`config.mk`:
```
export PLATFORM = sky130hd
export DESIGN_NAME = exec_decode_stage_flat
export DESIGN_NICKNAME = d
export VERILOG_FILES = /design/src/rtl/exec_decode_stage_if.sv /design/src/rtl/exec_decode_stage.sv /design/src/flat_wrapper.sv
export SDC_FILE = /design/constraint.sdc
export NUM_CORES = 1
export LEC_CHECK = 0
export CAP_MARGIN = 20
export CORE_MARGIN = 1.5
export CORE_UTILIZATION = 48
export DETAILED_ROUTE_END_ITERATION = 10
export PLACE_DENSITY = 0.79
export SYNTH_ARGS = -nofsm -noshare
export SYNTH_HDL_FRONTEND = slang
export SYNTH_SLANG_ARGS = --single-unit
```
`constraint.sdc`:
```
create_clock -name clk -period 2.2 [get_ports clk]
set_clock_uncertainty 0.1 [all_clocks]
set_input_delay 0.33 -clock clk [delete_from_list [all_inputs] [get_ports clk]]
set_output_delay 0.33 -clock clk [all_outputs]
set_load 0.01 [all_outputs]
```
`src/rtl/exec_decode_stage_if.sv`:
```
// Bundle handshake between the fetch/regfile-read stage, the decode stage and the exec units.
// master = upstream/downstream environment side, slave = decode stage side.
interface exec_decode_stage_if #(
    parameter int NUM_LANES = 1
);
    logic                     in_valid;
    logic                     in_ready;
    logic [NUM_LANES-1:0]     in_lane_valid;
    logic [7*NUM_LANES-1:0]   in_opcode;
    logic [3*NUM_LANES-1:0]   in_funct3;
    logic [7*NUM_LANES-1:0]   in_funct7;

    logic                     out_valid;
    logic                     out_ready;
    logic [NUM_LANES-1:0]     out_lane_valid;
    logic [4*NUM_LANES-1:0]   out_exec_op;
    logic [NUM_LANES-1:0]     out_op1_sel;
    logic [NUM_LANES-1:0]     out_op2_sel;
    logic [NUM_LANES-1:0]     out_muldiv;
    logic [NUM_LANES-1:0]     out_illegal;

    modport master (
        output in_valid, in_lane_valid, in_opcode, in_funct3, in_funct7, out_ready,
        input  in_ready, out_valid, out_lane_valid, out_exec_op, out_op1_sel,
               out_op2_sel, out_muldiv, out_illegal
    );

    modport slave (
        input  in_valid, in_lane_valid, in_opcode, in_funct3, in_funct7, out_ready,
        output in_ready, out_valid, out_lane_valid, out_exec_op, out_op1_sel,
               out_op2_sel, out_muldiv, out_illegal
    );
endinterface

```
`src/rtl/exec_decode_stage.sv`:
```
// Registered multi-lane exec decoder: per-lane opcode/funct decode, output register
// plus one skid entry behind a valid/ready handshake, flush, saturating illegal counter.
module exec_decode_stage #(
    parameter int NUM_LANES = 1,
    parameter int ENABLE_M  = 1,
    parameter int CNT_W     = 16
) (
    input  logic                 clk,
    input  logic                 reset_n,
    input  logic                 flush,
    exec_decode_stage_if.slave   bus,
    output logic [CNT_W-1:0]     illegal_count
);
    localparam logic [6:0] OPC_OP     = 7'b0110011;
    localparam logic [6:0] OPC_OP_IMM = 7'b0010011;
    localparam logic [6:0] OPC_BRANCH = 7'b1100011;
    localparam logic [6:0] OPC_JAL    = 7'b1101111;
    localparam logic [6:0] OPC_AUIPC  = 7'b0010111;

    localparam logic [CNT_W+2:0] CNT_MAX = {3'b000, {CNT_W{1'b1}}};

    typedef struct packed {
        logic [NUM_LANES-1:0]      lv;
        logic [NUM_LANES-1:0][3:0] op;
        logic [NUM_LANES-1:0]      op1;
        logic [NUM_LANES-1:0]      op2;
        logic [NUM_LANES-1:0]      md;
        logic [NUM_LANES-1:0]      ill;
    } bundle_t;

    bundle_t          dec;
    bundle_t          out_q, out_d, skid_q, skid_d;
    logic             out_vld_q, out_vld_d, skid_vld_q, skid_vld_d;
    logic [CNT_W-1:0] cnt_q, cnt_d;
    logic             accept, out_free;
    logic [2:0]       pop;
    logic [CNT_W+2:0] sum;

    logic [6:0] opc, f7;
    logic [2:0] f3;
    logic [3:0] l_op;
    logic       l_op1, l_op2, l_md, l_ill;

    // Per-lane decode of the incoming bundle; invalid lanes decode to all zeros.
    always_comb begin
        dec   = '0;
        opc   = '0;
        f3    = '0;
        f7    = '0;
        l_op  = '0;
        l_op1 = 1'b0;
        l_op2 = 1'b0;
        l_md  = 1'b0;
        l_ill = 1'b0;
        for (int i = 0; i < NUM_LANES; i++) begin
            opc   = bus.in_opcode[7*i +: 7];
            f3    = bus.in_funct3[3*i +: 3];
            f7    = bus.in_funct7[7*i +: 7];
            l_op  = 4'b0000;
            l_op1 = 1'b0;
            l_op2 = 1'b1;
            l_md  = 1'b0;
            l_ill = 1'b0;
            case (opc)
                OPC_OP: begin
                    l_op2 = 1'b0;
                    if (f7 == 7'b0000000)
                        l_op = {1'b0, f3};
                    else if (f7 == 7'b0100000 && (f3 == 3'b000 || f3 == 3'b101))
                        l_op = {1'b1, f3};
                    else if (f7 == 7'b0000001 && ENABLE_M != 0) begin
                        l_op = {1'b0, f3};
                        l_md = 1'b1;
                    end else
                        l_ill = 1'b1;
                end
                OPC_OP_IMM: begin
                    // funct7 is immediate bits except for the shift encodings
                    l_op = {1'b0, f3};
                    if (f3 == 3'b001)
                        l_ill = (f7 != 7'b0000000);
                    else if (f3 == 3'b101) begin
                        if (f7 == 7'b0100000)
                            l_op = 4'b1101;
                        else if (f7 != 7'b0000000)
                            l_ill = 1'b1;
                    end
                end
                OPC_BRANCH, OPC_JAL, OPC_AUIPC: l_op1 = 1'b1;
                default: ;
            endcase
            if (l_ill) begin
                l_op = 4'b0000;
                l_md = 1'b0;
            end
            if (bus.in_lane_valid[i]) begin
                dec.lv[i]  = 1'b1;
                dec.op[i]  = l_op;
                dec.op1[i] = l_op1;
                dec.op2[i] = l_op2;
                dec.md[i]  = l_md;
                dec.ill[i] = l_ill;
            end
        end
    end

    // Output register + skid steering; flush wins over accept and the skid move.
    always_comb begin
        accept     = bus.in_valid & ~skid_vld_q & ~flush;
        out_free   = ~out_vld_q | bus.out_ready;
        out_d      = out_q;
        out_vld_d  = out_vld_q;
        skid_d     = skid_q;
        skid_vld_d = skid_vld_q;
        if (flush) begin
            out_vld_d  = 1'b0;
            skid_vld_d = 1'b0;
        end else if (out_free) begin
            if (skid_vld_q) begin
                out_d      = skid_q;
                out_vld_d  = 1'b1;
                skid_vld_d = 1'b0;
            end else if (accept) begin
                out_d     = dec;
                out_vld_d = 1'b1;
            end else begin
                out_vld_d = 1'b0;
            end
        end else if (accept) begin
            skid_d     = dec;
            skid_vld_d = 1'b1;
        end
    end

    // Saturating count of illegal valid lanes in accepted bundles.
    always_comb begin
        pop = '0;
        for (int i = 0; i < NUM_LANES; i++)
            pop = pop + {2'b00, dec.ill[i]};
        sum   = {3'b000, cnt_q} + {{CNT_W{1'b0}}, pop};
        cnt_d = cnt_q;
        if (accept)
            cnt_d = (sum > CNT_MAX) ? {CNT_W{1'b1}} : sum[CNT_W-1:0];
    end

    // State registers.
    always_ff @(posedge clk or negedge reset_n) begin
        if (!reset_n) begin
            out_q      <= '0;
            out_vld_q  <= 1'b0;
            skid_q     <= '0;
            skid_vld_q <= 1'b0;
            cnt_q      <= '0;
        end else begin
            out_q      <= out_d;
            out_vld_q  <= out_vld_d;
            skid_q     <= skid_d;
            skid_vld_q <= skid_vld_d;
            cnt_q      <= cnt_d;
        end
    end

    assign bus.in_ready       = ~skid_vld_q;
    assign bus.out_valid      = out_vld_q;
    assign bus.out_lane_valid = out_q.lv;
    assign bus.out_exec_op    = out_q.op;
    assign bus.out_op1_sel    = out_q.op1;
    assign bus.out_op2_sel    = out_q.op2;
    assign bus.out_muldiv     = out_q.md;
    assign bus.out_illegal    = out_q.ill;
    assign illegal_count      = cnt_q;
endmodule

```
`src/flat_wrapper.sv`:
```
// flat-port wrapper written by rule: the top's interface ports become plain ports
module exec_decode_stage_flat 
#(
    parameter int NUM_LANES = 1,
    parameter int ENABLE_M  = 1,
    parameter int CNT_W     = 16
)
  (clk, reset_n, flush, illegal_count, bus_in_valid, bus_in_lane_valid, bus_in_opcode, bus_in_funct3, bus_in_funct7, bus_out_ready, bus_in_ready, bus_out_valid, bus_out_lane_valid, bus_out_exec_op, bus_out_op1_sel, bus_out_op2_sel, bus_out_muldiv, bus_out_illegal);
  exec_decode_stage_if #(.NUM_LANES(NUM_LANES)) bus_i ();
  input  logic clk;
  input  logic reset_n;
  input  logic flush;
  output logic [CNT_W-1:0] illegal_count;
  input wire logic [$bits(bus_i.in_valid)-1:0] bus_in_valid;
  input wire logic [$bits(bus_i.in_lane_valid)-1:0] bus_in_lane_valid;
  input wire logic [$bits(bus_i.in_opcode)-1:0] bus_in_opcode;
  input wire logic [$bits(bus_i.in_funct3)-1:0] bus_in_funct3;
  input wire logic [$bits(bus_i.in_funct7)-1:0] bus_in_funct7;
  input wire logic [$bits(bus_i.out_ready)-1:0] bus_out_ready;
  output wire logic [$bits(bus_i.in_ready)-1:0] bus_in_ready;
  output wire logic [$bits(bus_i.out_valid)-1:0] bus_out_valid;
  output wire logic [$bits(bus_i.out_lane_valid)-1:0] bus_out_lane_valid;
  output wire logic [$bits(bus_i.out_exec_op)-1:0] bus_out_exec_op;
  output wire logic [$bits(bus_i.out_op1_sel)-1:0] bus_out_op1_sel;
  output wire logic [$bits(bus_i.out_op2_sel)-1:0] bus_out_op2_sel;
  output wire logic [$bits(bus_i.out_muldiv)-1:0] bus_out_muldiv;
  output wire logic [$bits(bus_i.out_illegal)-1:0] bus_out_illegal;
  assign bus_i.in_valid = bus_in_valid;
  assign bus_i.in_lane_valid = bus_in_lane_valid;
  assign bus_i.in_opcode = bus_in_opcode;
  assign bus_i.in_funct3 = bus_in_funct3;
  assign bus_i.in_funct7 = bus_in_funct7;
  assign bus_i.out_ready = bus_out_ready;
  assign bus_in_ready = bus_i.in_ready;
  assign bus_out_valid = bus_i.out_valid;
  assign bus_out_lane_valid = bus_i.out_lane_valid;
  assign bus_out_exec_op = bus_i.out_exec_op;
  assign bus_out_op1_sel = bus_i.out_op1_sel;
  assign bus_out_op2_sel = bus_i.out_op2_sel;
  assign bus_out_muldiv = bus_i.out_muldiv;
  assign bus_out_illegal = bus_i.out_illegal;
  exec_decode_stage #(.NUM_LANES(NUM_LANES), .ENABLE_M(ENABLE_M), .CNT_W(CNT_W)) u_core (.clk(clk), .reset_n(reset_n), .flush(flush), .bus(bus_i), .illegal_count(illegal_count));
endmodule
```
Word level (Yosys, flattened, before mapping)
Cells that the tools add are included.
Widths: inputs -> output; s select.
{"block": "word_totals", "reg_bits": 36, "inputBits": 23}
{"block": "classes", "n_mux": 34, "n_bitwise": 7, "n_eq_ne": 9, "magnitude_cmp": 1, "addsub": 1, "n_reduce_logical": 11}
{"cell": "$mux 9", "count": 3}
{"cell": "$mux 4", "count": 6}
{"cell": "$mux 1", "count": 21}
{"cell": "$gt 19x16->1 const B", "count": 1}
{"cell": "$add 16x1->17", "count": 1}
{"cell": "$mux 16", "count": 1}
{"cell": "$eq 7x5->1 const B", "count": 2}
{"cell": "$eq 7x6->1 const B", "count": 2}
{"cell": "$eq 7x7->1 const B", "count": 2}
{"cell": "$pmux 4 s2", "count": 1}
{"cell": "$eq 7x1->1 const B", "count": 1}
{"cell": "$logic_not 7->1", "count": 1}
{"cell": "$reduce_bool 7->1", "count": 1}
{"cell": "$reduce_and 3->1", "count": 2}
{"cell": "$not 1->1", "count": 4}
{"cell": "$reduce_bool 2->1", "count": 2}
{"cell": "$eq 3x1->1 const B", "count": 1}
{"cell": "$eq 3x3->1 const B", "count": 1}
{"cell": "$logic_not 3->1", "count": 1}
{"cell": "$mux 3", "count": 1}
{"cell": "$reduce_bool 3->1", "count": 1}
{"cell": "$reduce_or 3->1", "count": 1}
{"cell": "$and 1x1->1", "count": 2}
{"cell": "$pmux 1 s2", "count": 1}
{"cell": "other kinds (3)", "count": 3}

Logic depth before layout (Yosys ltp)
Gate-level depths: netlist (run 1).
{"block": "logic_depth", "ltp_word": 11, "depth_mapped": 11, "mapped_depth_nobuf": 11}

Worst setup path before layout (run 1)
Ideal clock, no wire load.
{"block": "synth_path", "path_type": "input-to-reg", "from": "input bus_in_funct7[3]", "to": "register u_core.cnt_q[12] (netlist: u_core.illegal_count[12])", "slack_ns": -0.247, "path_stages": 11, "arrival_ns": 2.222, "setup_ns": 0.125, "path_buffers": 0, "cell_sequence": "nor2_2 nor4b_1 a21oi_1 o21ai_0 inv_1 ha_1 ha_1 nand3_1 nor2_1 nand2_1 mux2_2"}
{"item": "start, declared", "line": "flat_wrapper.sv:18", "text": "input wire logic [$bits(bus_i.in_funct7)-1:0] bus_in_funct7;"}
{"item": "end signal, assigned", "line": "exec_decode_stage.sv:159", "text": "cnt_q <= cnt_d;"}
{"item": "end, declared", "line": "exec_decode_stage.sv:34", "text": "logic [CNT_W-1:0] cnt_q, cnt_d;"}

==> out/qor.csv, run 1 <==
metric;value;unit
status;complete, no violations;
global router's overall resource usage;0.247;
number of I/O port buffers;49;
post-synthesis instance total;207;
H-tree level count;2;
Yosys warning total;0;
sequential cell fraction of total power;0.483;
most heavily used metal layer in global routing;met2;
crit-path max FO;3;
layout filler cell count;247;
count of cell instances traversed by the critical path;12;
Avg WL per Cell;14.7;um
category of the worst setup path capture point;flop;
GRT Residual Overflow;0;
startpoint types;primary input;
Async S/R FF share, synth;1.00;
DR vias/cell;5.47;
R2R depth;5;
first-pass GRT wire length;8170;um
DRT iter0 DRCs;92;
Design Power;1.53;mW
clock tree sinks;36;
share of the synthesized area in the top cell type;0.475;
area after detailed placement;0.00269;mm2
total routed wirelength;5120;um
number of inserted diodes;0;
x dimension of the die;65.9;um
worst supply voltage drop on vdd;0.000304;V
Max-slew headroom;0.620;
number of rows in the core area;22;
core box area;0.00372;mm2
residual DRC count;0;
top cells by area in the synthesized netlist;dfrtp_1, nand2_1, o21ai_0;
worst-path cell chain;buf_4, nor4_4, and3_4, nor4_4, o21ai_2, inv_2, ha_4, ha_4, buf_4, buf_4, a31oi_1, a21oi_1;
Clock transition at path regs;0.07;ns
crit path from;bus_in_funct7[0];
clock buffer count from CTS;5;
post-synthesis cell area;0.00190;mm2
cell at the root of the clock tree;clkbuf_8;
endpoints failing setup;0;
Cell Pwr Density;515;mW/mm2
Seq/Total Area, Yosys;0.475;
Internal Pwr Total;1.13;mW
met3 Usage GRT;0.0392;
I/O pin count;50;
clock latency on the worst-skew pair;0.29;ns
sum of buffers and inverters on the critical path;4;
syn avg cell area;9.16;um2
fmax;461;MHz
total leakage power;1.30;nW
Data arrival, critical path;2.24;ns
post-route design area;0.00298;mm2
critical register-to-register path endpoint;u_core.illegal_count[1];
synthesis-to-layout area growth;57.1;%
final-stage net count;326;
Die ar.;0.00434;mm2
dpl cells;327;
Worst Path Required;2.27;ns
number of flip-flops and latches in the synthesized netlist;36;
first drt pass iteration count;4;
cell accounting for the most synthesized area;dfrtp_1;
number of vias in the routed layout;1909;
library cell appearing most often on the critical path;buf_4;
number of different library cells in the post-synthesis netlist;45;
transition at the pin with the smallest max-transition slack;0.562;ns
met1 track utilization from global routing;0.298;
peak per-stage delay on the critical path;0.31;ns
height of the die;65.9;um
flip-flop count of the largest register after layout;16;
maximum number of pins on one net before global-route repair;37;
share of cells above drive strength 1;0.296;
clock group share of total power;0.315;
worst-case register-to-register setup slack;0.37;ns
Final GP Congestion;0.899;
Worst path top cell family by delay;simple AND/OR/NAND/NOR gates;
Final Hold Violating Endpoints;0;
ANT nets after route;0;
maximum clock insertion buffer count;2;
number of global-route vias before repair;1874;
type of the tightest min-delay check;in2reg;
r2r startpoint;u_core.illegal_count[3];
reported net switching power;402;uW
starting density of the core;0.510;
portion of the clock cycle consumed by the worst path in the final layout;0.986;
DPL Wire Length;3490;um
global routing usage on met2;0.417;
Worst Setup Path Type;in2reg;
final instance count without filler cells;349;
Hold Worst Slack;0.221;ns
end of the critical path;u_core.illegal_count[1];
Switching Fraction;0.262;
cell with the largest stage delay on the worst path;nor4_4;
post-layout minimum cycle time;2.17;ns
number of nets produced by synthesis;233;
max-slew violation count;0;
number of violations of the max-capacitance limit;0;
Post-synth top flop;dfrtp_1;
clock tree from TritonCTS;yes;
number of antenna violations at the first check in global routing;0;
power share of the combinational group;0.202;
number of enable flip-flop cells after synthesis;0;
-- kinds of logic (layout without fill, tap and decap cells) --
group	Yosys count	count (layout)	synth area share
buf+inv	8	102	0.0165
fa+ha+maj	3	3	0.0198
mux	4	4	0.0231
simple gates	101	101	0.274
flops	36	36	0.475
xor+xnor	8	8	0.0369
compound gates	47	47	0.155
-- worst register-to-register path, cell delays in order (launching register included) --
cell	delay (ns)
dfrtp_1	0.48
and4_1	0.34
nand3_1	0.14
nor2_1	0.37
a31oi_1	0.16
a21oi_1	0.16
-- through the flow --
stage               TNS [ns]   util  setup slack (ns)
global placement       -8.75  0.724            -0.576
floorplan             -0.121      -           -0.0661
finish                     0  0.802            0.0308
CTS                        0  0.782            0.0110
global route          -0.504  0.802           -0.0666
detailed placement    -10.25  0.724            -0.661
-- final cells by class --
| type | count | area, um2 | area share |
|---|---|---|---|
| multi-input combinational | 163 | 1150 | 0.385 |
| clock buffer | 8 | 90.1 | 0.0302 |
| tap | 48 | 60.1 | 0.0202 |
| inverter | 4 | 15.0 | 0.00504 |
| sequential | 36 | 901 | 0.302 |
| timing repair buffer | 90 | 766 | 0.257 |
-- placed cells by master, fill, tap and decap left out, types with 3 or more instances in the layout --
master and instances:
a21oi_1 8, clkdlybuf4s50_1 32, nor3_2 3, a31oi_1 4, nand2b_1 4, clkbuf_2 6
nand4_1 3, dlygate4sd2_1 5, clkbuf_8 6, a22o_1 3, o21a_1 3, buf_4 42
o21ai_0 15, nor3_1 3, nand2_2 3, nor2_1 15, inv_1 3, nand3_1 4
nand2_1 38, xnor2_1 6, dfrtp_1 36
-- routing by layer --
metal	up-vias	routed length, um
met5	-	0
met3	19	218
met1	898	2100
li1	923	-
met4	0	192
met2	69	2610
-- cells in the mapped netlist, types with 2 or more instances --
master,count
a31oi_1,4
nand2b_1,5
nand4_1,3
clkbuf_1,3
and3_1,4
o21ai_1,2
o21ai_0,16
o2111ai_1,2
nor2b_1,2
and2_1,2
a22o_1,3
xor2_1,2
xnor2_1,6
o211ai_1,2
nor3_1,6
mux2_2,3
nor4b_1,2
nand2_1,40
o21a_1,3
nor4_1,2
a21oi_1,9
dfrtp_1,36
o41ai_1,2
inv_1,4
nor2_1,17
nand3_1,6
ha_1,3
-- worst min-delay path by stage --
stage                                     end              from  cells past startpoint
CTS                   u_core.illegal_count[6]           reset_n                      2
floorplan           u_core.bus.out_exec_op[0]           reset_n                      0
finish                       u_core.skid_q[3]  bus_in_opcode[0]                      3
global route                 u_core.skid_q[3]  bus_in_opcode[0]                      3
detailed placement           u_core.skid_q[0]  u_core.skid_q[0]                      2
global placement             u_core.skid_q[1]  u_core.skid_q[1]                      2
-- power by group through the flow --
| stage | clock (mW) | combinational [mW] | sequential (mW) |
|---|---|---|---|
| detailed placement | 0 | 0.285 | 0.752 |
| finish | 0.484 | 0.309 | 0.741 |
| global placement | 0 | 0.279 | 0.751 |
| global route | 0.518 | 0.337 | 0.745 |
| floorplan | 0 | 0.0816 | 0.763 |
| CTS | 0.485 | 0.303 | 0.739 |
-- what timing repair did --
action	4_1_cts	5_1_grt
setup endpoints to repair	16	23
pin swaps	12	7
resized for setup	35	28
buffers inserted	10	4
hold buffers	0	0
(Power assumes the default switching activity.)
==> inputs of run 2 (changes only) <==
--- a/config.mk
+++ b/config.mk
@@ -5,11 +5,13 @@
 export SDC_FILE = /design/constraint.sdc
 export NUM_CORES = 1
 export LEC_CHECK = 0
+export ABC_CLOCK_PERIOD_IN_PS = 2200
 export CAP_MARGIN = 20
 export CORE_MARGIN = 1.5
-export CORE_UTILIZATION = 48
+export CORE_UTILIZATION = 50
+export CTS_BUF_LIST = sky130_fd_sc_hd__clkbuf_8
 export DETAILED_ROUTE_END_ITERATION = 10
-export PLACE_DENSITY = 0.79
+export PLACE_DENSITY = 0.82
 export SYNTH_ARGS = -nofsm -noshare
 export SYNTH_HDL_FRONTEND = slang
 export SYNTH_SLANG_ARGS = --single-unit
==> run 2 against run 1 <==
Against the previous run:
- via count grew 6.7%
- sequential share of layout area shrank 0.25 points
- wire length grew 16%
- sequential cell count is the same
- core utilization grew 1.9 points
- clock power shrank 2%
- largest cell class unchanged
==> out/qor.csv, run 2 (synthesis results as in run 1) <==
metric;value;unit;change
sequential cell fraction of total power;0.487;;+0.004
max-slew violation count;0;;unchanged
final-stage net count;326;;unchanged
height of the die;64.6;um;-1.9%
Switching Fraction;0.270;;+0.00793
portion of the clock cycle consumed by the worst path in the final layout;0.977;;-0.00933
DR vias/cell;5.83;;+6.7%
power share of the combinational group;0.203;;about the same
reported net switching power;414;uW;+2.9%
global router's overall resource usage;0.284;;+0.0372
peak per-stage delay on the critical path;0.34;ns;+0.03 ns
Final Hold Violating Endpoints;0;;unchanged
type of the tightest min-delay check;in2reg;;
synthesis-to-layout area growth;58.4;%;
number of I/O port buffers;49;;unchanged
x dimension of the die;64.6;um;-1.9%
setup slack at placement;-0.663;ns;-0.00232 ns
first drt pass iteration count;4;;unchanged
post-route design area;0.00301;mm2;+0.84%
unrepaired setup endpoints after global routing;true;;
r2r startpoint;u_core.illegal_count[4];;
starting density of the core;0.518;;+0.00768
flip-flop count of the largest register after layout;16;;unchanged
CTS Hold Bufs;0;;unchanged
cell with the largest stage delay on the worst path;nor4_4;;
startpoint types;primary input;;
status;complete, no violations;;
number of antenna violations at the first check in global routing;0;;unchanged
fmax;465;MHz;+0.96%
Hold Worst Slack;0.230;ns;+0.00880 ns
Cell Pwr Density;510;mW/mm2;-0.95%
residual DRC count;0;;unchanged
crit path from;bus_in_funct3[2];;
endpoints failing setup;0;;unchanged
number of inserted diodes;0;;unchanged
maximum number of pins on one net before global-route repair;37;;unchanged
Worst Path Required;2.27;ns;about the same
most common cell after layout, fill and taps aside;nand2_1;;
worst supply voltage drop on vdd;0.000303;V;about the same
DPL Wire Length;3620;um;+3.9%
maximum clock insertion buffer count;2;;unchanged
transition at the pin with the smallest max-transition slack;0.473;ns;-0.0896 ns
post-route setup TNS;0;ns;unchanged
clock tree sinks;36;;unchanged
I/O pin count;50;;unchanged
Die ar.;0.00417;mm2;-3.8%
sum of buffers and inverters on the critical path;4;;unchanged
worst-path cell chain;buf_8, nand2b_4, and3_4, nor4_4, o21ai_2, inv_2, buf_6, ha_4, nand4_1, buf_6, nor3_4, xnor2_1, nand2_1;;
GRT Residual Overflow;0;;unchanged
area after detailed placement;0.00272;mm2;+1.1%
clock tree from TritonCTS;yes;;
cell at the root of the clock tree;clkbuf_8;;
Avg WL per Cell;17.0;um;+16%
ANT nets after route;0;;unchanged
highest-count cells in the layout ignoring fill and taps;nand2_1, buf_4, dfrtp_1, clkdlybuf4s50_1;;
Worst path top cell family by delay;simple AND/OR/NAND/NOR gates;;
share of cells above drive strength 1;0.309;;+0.0133
DRT iter0 DRCs;173;;+88%
Clock transition at path regs;0.07;ns;about the same
clock group share of total power;0.310;;-0.005
number of global-route vias before repair;2056;;+9.7%
total routed wirelength;5940;um;+16%
Worst Setup Slack, final;0.0513;ns;+0.0205 ns
Design Power;1.53;mW;-0.12%
number of violations of the max-capacitance limit;0;;unchanged
number of vias in the routed layout;2036;;+6.7%
library cell appearing most often on the critical path;buf_6;;
layout filler cell count;214;;-13%
Final GP Congestion;1.02;;+14%
first-pass GRT wire length;9130;um;+12%
post-layout minimum cycle time;2.15;ns;-0.0205 ns
core box area;0.00366;mm2;-1.5%
crit-path max FO;7;;+4
Internal Pwr Total;1.12;mW;-1.2%
clock latency on the worst-skew pair;0.29;ns;about the same
category of the worst setup path capture point;flop;;
H-tree level count;2;;unchanged
Max-slew headroom;0.682;;+0.0617
Worst Setup Path Type;in2reg;;
origin of the worst min-delay path;bus_in_opcode[0];;
total leakage power;1.32;nW;+1.7%
Data arrival, critical path;2.22;ns;-0.02 ns
number of rows in the core area;22;;unchanged
clock buffer count from CTS;5;;unchanged
==> run 2: changes by cell type in the layout (fill, tap and decap cells not counted), moves of 2 or more <==
| cell | delta |
|---|---|
| buf_4 | -5 |
| dlygate4sd2_1 | -4 |
| clkbuf_2 | +4 |
| clkbuf_1 | -2 |
| nor2_4 | +2 |
| buf_6 | +4 |
| inv_1 | +2 |
| nand2_2 | -2 |
| nor2_2 | -2 |
==> run 2: what timing repair did <==
item,4_1_cts,5_1_grt
gates resized for setup,40,40
setup endpoints to repair,16,15
gates cloned,0,0
setup buffers,6,4
pin swaps,10,13
endpoints found under the hold margin,0,0
==> run 2: cell type report <==
class                           count  area, um2  share of cell area
Inverter                            4       15.0             0.00500
Clock inverter                      2       7.51             0.00250
Tap cell                           48       60.1              0.0200
Clock buffer                        6       82.6              0.0275
Multi-Input combinational cell    163       1170               0.390
Sequential cell                    36        901               0.300
Timing Repair Buffer               90        767               0.255
==> run 2: worst reg2reg max path: cells and delay by family (launching register included) <==
family | cells | cell delay, ns
AOI/OAI and AO/OA | 2 | 0.34
and+or+nand+nor | 3 | 0.86
DFF | 1 | 0.44
==> run 2: metal layers <==
layer / vias to the layer above / global-route usage / wire (um)
met5: - / 0 / 0
met3: 24 / 0.0642 / 298
met1: 990 / 0.322 / 2290
li1: 928 / - / -
met4: 0 / 0.128 / 196
met2: 94 / 0.508 / 3150
==> run 2: power by group through the flow <==
stage | Sequential [mW] | Clock [mW] | Combinational (mW)
after floorplan | 0.763 | 0 | 0.0816
after global placement | 0.750 | 0 | 0.283
after detailed placement | 0.753 | 0 | 0.290
after CTS | 0.741 | 0.476 | 0.294
after global routing | 0.750 | 0.517 | 0.338
final | 0.746 | 0.475 | 0.311
==> run 2: path summary, 6_finish.rpt <==
path,end,slack [ns],depth (start not counted)
hold / removal,u_core.skid_q[3],0.23,3
min in group asynchronous,u_core.skid_q[8],0.36,2
max in group asynchronous,u_core.skid_q[6],1.33,2
hold reg to reg,u_core.bus.out_op2_sel,0.39,1
setup / recovery,u_core.illegal_count[13],0.05,13
setup reg to reg,u_core.illegal_count[0],0.39,5
==> run 2: per-stage QoR <==
stage	std cells	utilization
finish	349	0.821
global route	349	0.821
CTS	345	0.799
detailed placement	331	0.743
global placement	331	0.743
floorplan	207	-
